==> src/rtl/instruction_fetch.sv <==
// Instruction fetch unit: walks a 32-word program memory, holds each fetched
// word in an instruction register until the decoder accepts it, and supports
// single-cycle PC redirects.
// Optional feature: define IFETCH_HALT_AT_END_EN to stop fetching after the
// word at address 31 has been consumed (HALT state, halted=1).
//
// state   | meaning
// --------+----------------------------------------------------------
// IDLE    | not fetching; waits for fetch_en
// ADDR    | rom_cs high, address presented, memory settling
// CAPTURE | rom_cs high, rom_data latched into instr on this edge
// VALID   | instr presented, waiting for instr_ready handshake
// HALT    | end of memory reached (only with IFETCH_HALT_AT_END_EN)
module instruction_fetch #(
  parameter logic [4:0] RESET_PC = 5'd0
) (
  input  logic        clk,
  input  logic        reset_n,
  input  logic        fetch_en,
  input  logic        jump_en,
  input  logic [4:0]  jump_addr,
  input  logic        instr_ready,
  input  logic [31:0] rom_data,
  output logic [4:0]  rom_addr,
  output logic        rom_cs,
  output logic [31:0] instr,
  output logic        instr_valid,
  output logic [4:0]  pc,
  output logic        halted
);

`ifdef IFETCH_HALT_AT_END_EN
  typedef enum logic [2:0] {
    S_IDLE, S_ADDR, S_CAPTURE, S_VALID, S_HALT
  } state_t;
`else
  typedef enum logic [1:0] {
    S_IDLE, S_ADDR, S_CAPTURE, S_VALID
  } state_t;
`endif

  state_t state;

  // Memory always sees the current PC; rom_cs qualifies it.
  assign rom_addr = pc;

`ifdef IFETCH_HALT_AT_END_EN
  logic halted_q;
  logic end_hit;   // the held instruction came from address 31
  assign halted = halted_q;
`else
  assign halted = 1'b0;
`endif

  // Fetch sequencer: state, PC, instruction register and registered rom_cs.
  always_ff @(posedge clk or negedge reset_n) begin
    if (!reset_n) begin
      state       <= S_IDLE;
      pc          <= RESET_PC;
      instr       <= 32'h0;
      instr_valid <= 1'b0;
      rom_cs      <= 1'b0;
`ifdef IFETCH_HALT_AT_END_EN
      halted_q    <= 1'b0;
      end_hit     <= 1'b0;
`endif
    end else if (jump_en) begin
      // A redirect wins over everything, including a pending handshake;
      // any held or in-flight instruction is dropped.
      pc          <= jump_addr;
      instr_valid <= 1'b0;
      rom_cs      <= fetch_en;
      state       <= fetch_en ? S_ADDR : S_IDLE;
`ifdef IFETCH_HALT_AT_END_EN
      halted_q    <= 1'b0;
      end_hit     <= 1'b0;
`endif
    end else begin
      case (state)
        S_IDLE: begin
          if (fetch_en) begin
            state  <= S_ADDR;
            rom_cs <= 1'b1;
          end
        end
        S_ADDR: begin
          state  <= S_CAPTURE;
          rom_cs <= 1'b1;
        end
        S_CAPTURE: begin
          instr       <= rom_data;
          pc          <= pc + 5'd1;
          instr_valid <= 1'b1;
          rom_cs      <= 1'b0;
          state       <= S_VALID;
`ifdef IFETCH_HALT_AT_END_EN
          end_hit     <= (pc == 5'd31);
`endif
        end
        S_VALID: begin
          if (instr_ready) begin
            instr_valid <= 1'b0;
`ifdef IFETCH_HALT_AT_END_EN
            if (end_hit) begin
              state    <= S_HALT;
              halted_q <= 1'b1;
              pc       <= 5'd0;
              end_hit  <= 1'b0;
              rom_cs   <= 1'b0;
            end else
`endif
            if (fetch_en) begin
              state  <= S_ADDR;
              rom_cs <= 1'b1;
            end else begin
              state  <= S_IDLE;
              rom_cs <= 1'b0;
            end
          end
        end
`ifdef IFETCH_HALT_AT_END_EN
        S_HALT: begin
          rom_cs <= 1'b0;
        end
`endif
        default: begin
          state  <= S_IDLE;
          rom_cs <= 1'b0;
        end
      endcase
    end
  end

endmodule

==> config.mk <==
export PLATFORM = sky130hd
export DESIGN_NAME = instruction_fetch
export DESIGN_NICKNAME = d
export VERILOG_FILES = /design/src/rtl/instruction_fetch.sv
export SDC_FILE = /design/constraint.sdc
export NUM_CORES = 1
export LEC_CHECK = 0
export ABC_CLOCK_PERIOD_IN_PS = 2350
export BUFFER_PORTS_ARGS = -buffer_cell sky130_fd_sc_hd__buf_2
export CAP_MARGIN = 20
export CORE_MARGIN = 10
export CORE_UTILIZATION = 45
export CTS_BUF_LIST = sky130_fd_sc_hd__clkbuf_4
export CTS_CLUSTER_SIZE = 20
export DETAILED_ROUTE_END_ITERATION = 12
export PLACE_DENSITY = 0.75
export SYNTH_ARGS = -nofsm -noshare
export SYNTH_HDL_FRONTEND = slang
export SYNTH_SLANG_ARGS = --single-unit
==> constraint.sdc <==
create_clock -name clk -period 2.35 [get_ports clk]
set_clock_uncertainty 0.15 [all_clocks]
set_input_delay 0.235 -clock clk [delete_from_list [all_inputs] [get_ports clk]]
set_output_delay 0.235 -clock clk [all_outputs]
set_load 0.02 [all_outputs]
==> key figures <==
Run status
  • Run status: finished, final reports clean

GRT
  • Global-route congestion overflow total: 0
  • Initial antenna violation count: 1
  • Via count of the first global-routing pass: ~1600
  • Pin count of the biggest net entering global routing: 42
  • Gr usage total: 0.144
  • Global-route wire length before repair: between 8 and 9 mm

Cells and area
  • Core occupancy in the finished layout: 0.678
  • Filler Cells Inserted: 300
  • Share of layout cells above drive strength 1: 0.518
  • Final nets: a little under 300
  • Post-synthesis to final-layout area growth: 42.2%

Synth
  • Commonest cells in the synthesized netlist: dfrtp_1, mux2_4
  • Number of flops mapped to enable cells by yosys: 0
  • Synth unique cells: 26
  • Area fraction of the dominant cell type after synthesis: 0.523
  • Proportion of synthesized flip-flops having asynchronous set or reset: 1.00
  • Most common cell in the netlist: dfrtp_1
  • Syn. warnings: 0
  • Post-synthesis cell type with the largest combined area: dfrtp_1
  • Post-synth net total: between 150 and 200
  • Avg Inst Size Synth: around 15 um2
  • Seq cells post-synth: 41
  • Flip-flop cell with the highest count after synthesis: dfrtp_1
  • Sequential share of the synthesized area: 0.523
  • Gate Count Post-Synth: between 100 and 150
  • Top cells by area, synth: dfrtp_1, mux2_4, ha_1, buf_12, buf_4
  • Mapped cell area: slightly below 2000 um2

Timing
  • Max-slew violations: 0
  • Setup TNS: 0 ns
  • Highest achievable clock rate: 551 MHz
  • Slew headroom: 0.411
  • Final Hold Fails: 0
  • Minimum clock period: between 1.5 and 2 ns
  • Endpoints failing setup: 0
  • Worst Tran Pin Value: between 0.8 and 0.9 ns
  • Final period utilization: 0.773
  • RSZ-0062 raised after global routing: false

Clock tree
  • Clock-pin slew of the registers on the worst-case setup and hold paths: around 0.11 ns
  • Post-CTS Hold Fix Bufs: 38
  • Clock tree from TritonCTS: yes
  • Post-CTS Setup Bufs: 0
  • Max Root-Sink Buffers: 2
  • Post-CTS Resized: 0
  • CTS Buf Count: 5
  • Source-to-sink clock delay at the later pin of the worst-skew pair: between 0.3 and 0.4 ns
  • Htree depth: 2
  • Total number of clock tree sinks: between 40 and 50
  • Clock Tree Root: clkbuf_4

Worst setup path
  • Worst path top cell family by delay: flip-flops
  • Critical path origin: state[0]
  • Required time at the endpoint of the critical path: approximately 2.4 ns
  • Crit-path cells: inv_1 > ha_1 > nor2b_4 > buf_12 > mux2_2
  • Critical Path Max Stage Delay: ~0.44 ns
  • Sort of element at the end of the critical path: flip-flop
  • Worst path bufs/invs: 2
  • Worst EP arrival: about 1.9 ns
  • Largest driver fanout on the critical path: 32
  • Crit path kind: flip-flop to flip-flop
  • Slowest-stage cell, CP: dfrtp_1
  • Sort of element at the start of the critical path: flip-flop
  • FF-to-FF Start: state[0]

Detailed routing
  • Final wirelength: roughly 5.2 mm
  • Post-DR wirelength/cell: ~17 um
  • Routed vias/inst: 4.81
  • Number of nets still failing antenna checks after routing: 0
  • 1st-iter DRT viols: 25
  • DR vias: about 1400
  • # DRC: 0
  • First-pass iteration count of the detailed router: 4

Power and ir drop
  • Internal power summed over all cells: between 2 and 2.5 mW
  • Share of total power in sequential cells: 0.376
  • Sw Pwr: roughly 1.2 mW
  • Power density of the placed cells: about 1200 nW/um2
  • Final Total Pwr: approximately 3.3 mW
  • Clock group share of total power: 0.131
  • Combinational fraction of design power: 0.493
  • Switching part of the total: 0.380
  • VDD IR max: about 610 uV
  • Static leakage: about 1.4 nW

Floorplan
  • Core region area: between 4000 and 5000 um2
  • Full die area: around 7400 um2
  • Floorplan die width: about 86 um
  • I/O pin cnt: 87
  • Chip height: between 80 and 90 um
  • Initial core utilization: 0.477
  • Number of rows created at floorplan: 23

Placed design
  • Number of buffers added on ports: 85
  • GP Congestion: around 0.75
  • Post-DP HPWL: about 3.4 mm

Hold path
  • Worst Hold Launch: fetch_en
  • Hold/Removal Path Class: input port to flip-flop

Run
  • Max Cap Violations: 0
==> worst paths after layout <==
kind | to | slack (ns) | cells past startpoint
max | instr[27] | 0.53 | 5
min | state[0] | 0.05 | 3
max reg2reg | instr[27] | 0.53 | 5
max in group asynchronous | instr[4] | 1.05 | 2
min reg2reg | rom_cs | 0.37 | 1
min in group asynchronous | instr[22] | 0.43 | 2
==> through the flow <==
stage,std cells,worst slack [ns],instance area (um2),hold slack [ns]
6_report,300,0.534,2790,0.0473
5_1_grt,300,0.457,2790,0.0376
4_1_cts,299,0.526,2790,0.0255
3_5_place_dp,254,0.529,2330,0.266
3_3_place_gp,254,0.593,2330,0.257
2_1_floorplan,130,0.588,1960,-0.211
==> state kept, by name, indices dropped and copies added, names as in the netlist <==
| name | count |
|---|---|
| instr | 32 |
| pc | 5 |
| instr_valid | 1 |
| rom_cs | 1 |
| state | 2 |
==> cells by family after synthesis <==
family	count (synthesis)	share of synthesized area
AOI/OAI and AO/OA	13	0.0421
xor gates and xnor gates	4	0.0179
adders and majority gates	6	0.0383
buffers and inverters	15	0.0765
DFF	41	0.523
muxes	35	0.257
other	1	0.00191
and+or+nand+nor	15	0.0434
==> worst register-to-register path, stage by stage (launching register included) <==
cell,delay (ns)
dfrtp_1,0.44
inv_1,0.14
ha_1,0.18
nor2b_4,0.16
buf_12,0.25
mux2_2,0.39
==> routing by layer <==
metal	wire [um]	global-route usage	part of all wire	vias up
met3	480	0.0710	0.092	10
met1	2080	0.150	0.40	692
met2	2550	0.249	0.49	63
li1	-	-	-	678
met4	83	0.0434	0.016	0
met5	0	0	0	-
==> power by group through the flow <==
stage	sequential [mW]	combinational [mW]	clock, mW
floorplan	1.60	0.735	0
global placement	1.22	1.53	0
detailed placement	1.23	1.56	0
CTS	1.22	1.62	0.450
global route	1.27	1.73	0.486
finish	1.23	1.61	0.427
==> layout by cell type, fill, tap and decap left out, types with 2 or more instances in the layout <==
cell type / n
ha_1: 6
xor2_1: 3
nand2b_1: 4
dlygate4sd3_1: 38
o31ai_1: 2
nand4_1: 2
dfrtp_1: 41
mux2_2: 3
o21ai_0: 6
mux2_4: 30
inv_1: 2
buf_2: 85
nand2_1: 6
mux2i_1: 2
clkbuf_4: 5
==> area by class of cell <==
type	instances	area, um2	area share
clock inverter	2	35.0	0.0126
sequential	41	1030	0.368
multi-input combinational	74	786	0.282
inverter	2	7.51	0.00269
clock buffer	5	37.5	0.0135
antenna	1	2.50	0.000897
timing repair buffer	125	833	0.299
tap	50	62.6	0.0224
(Power assumes the default switching activity.)
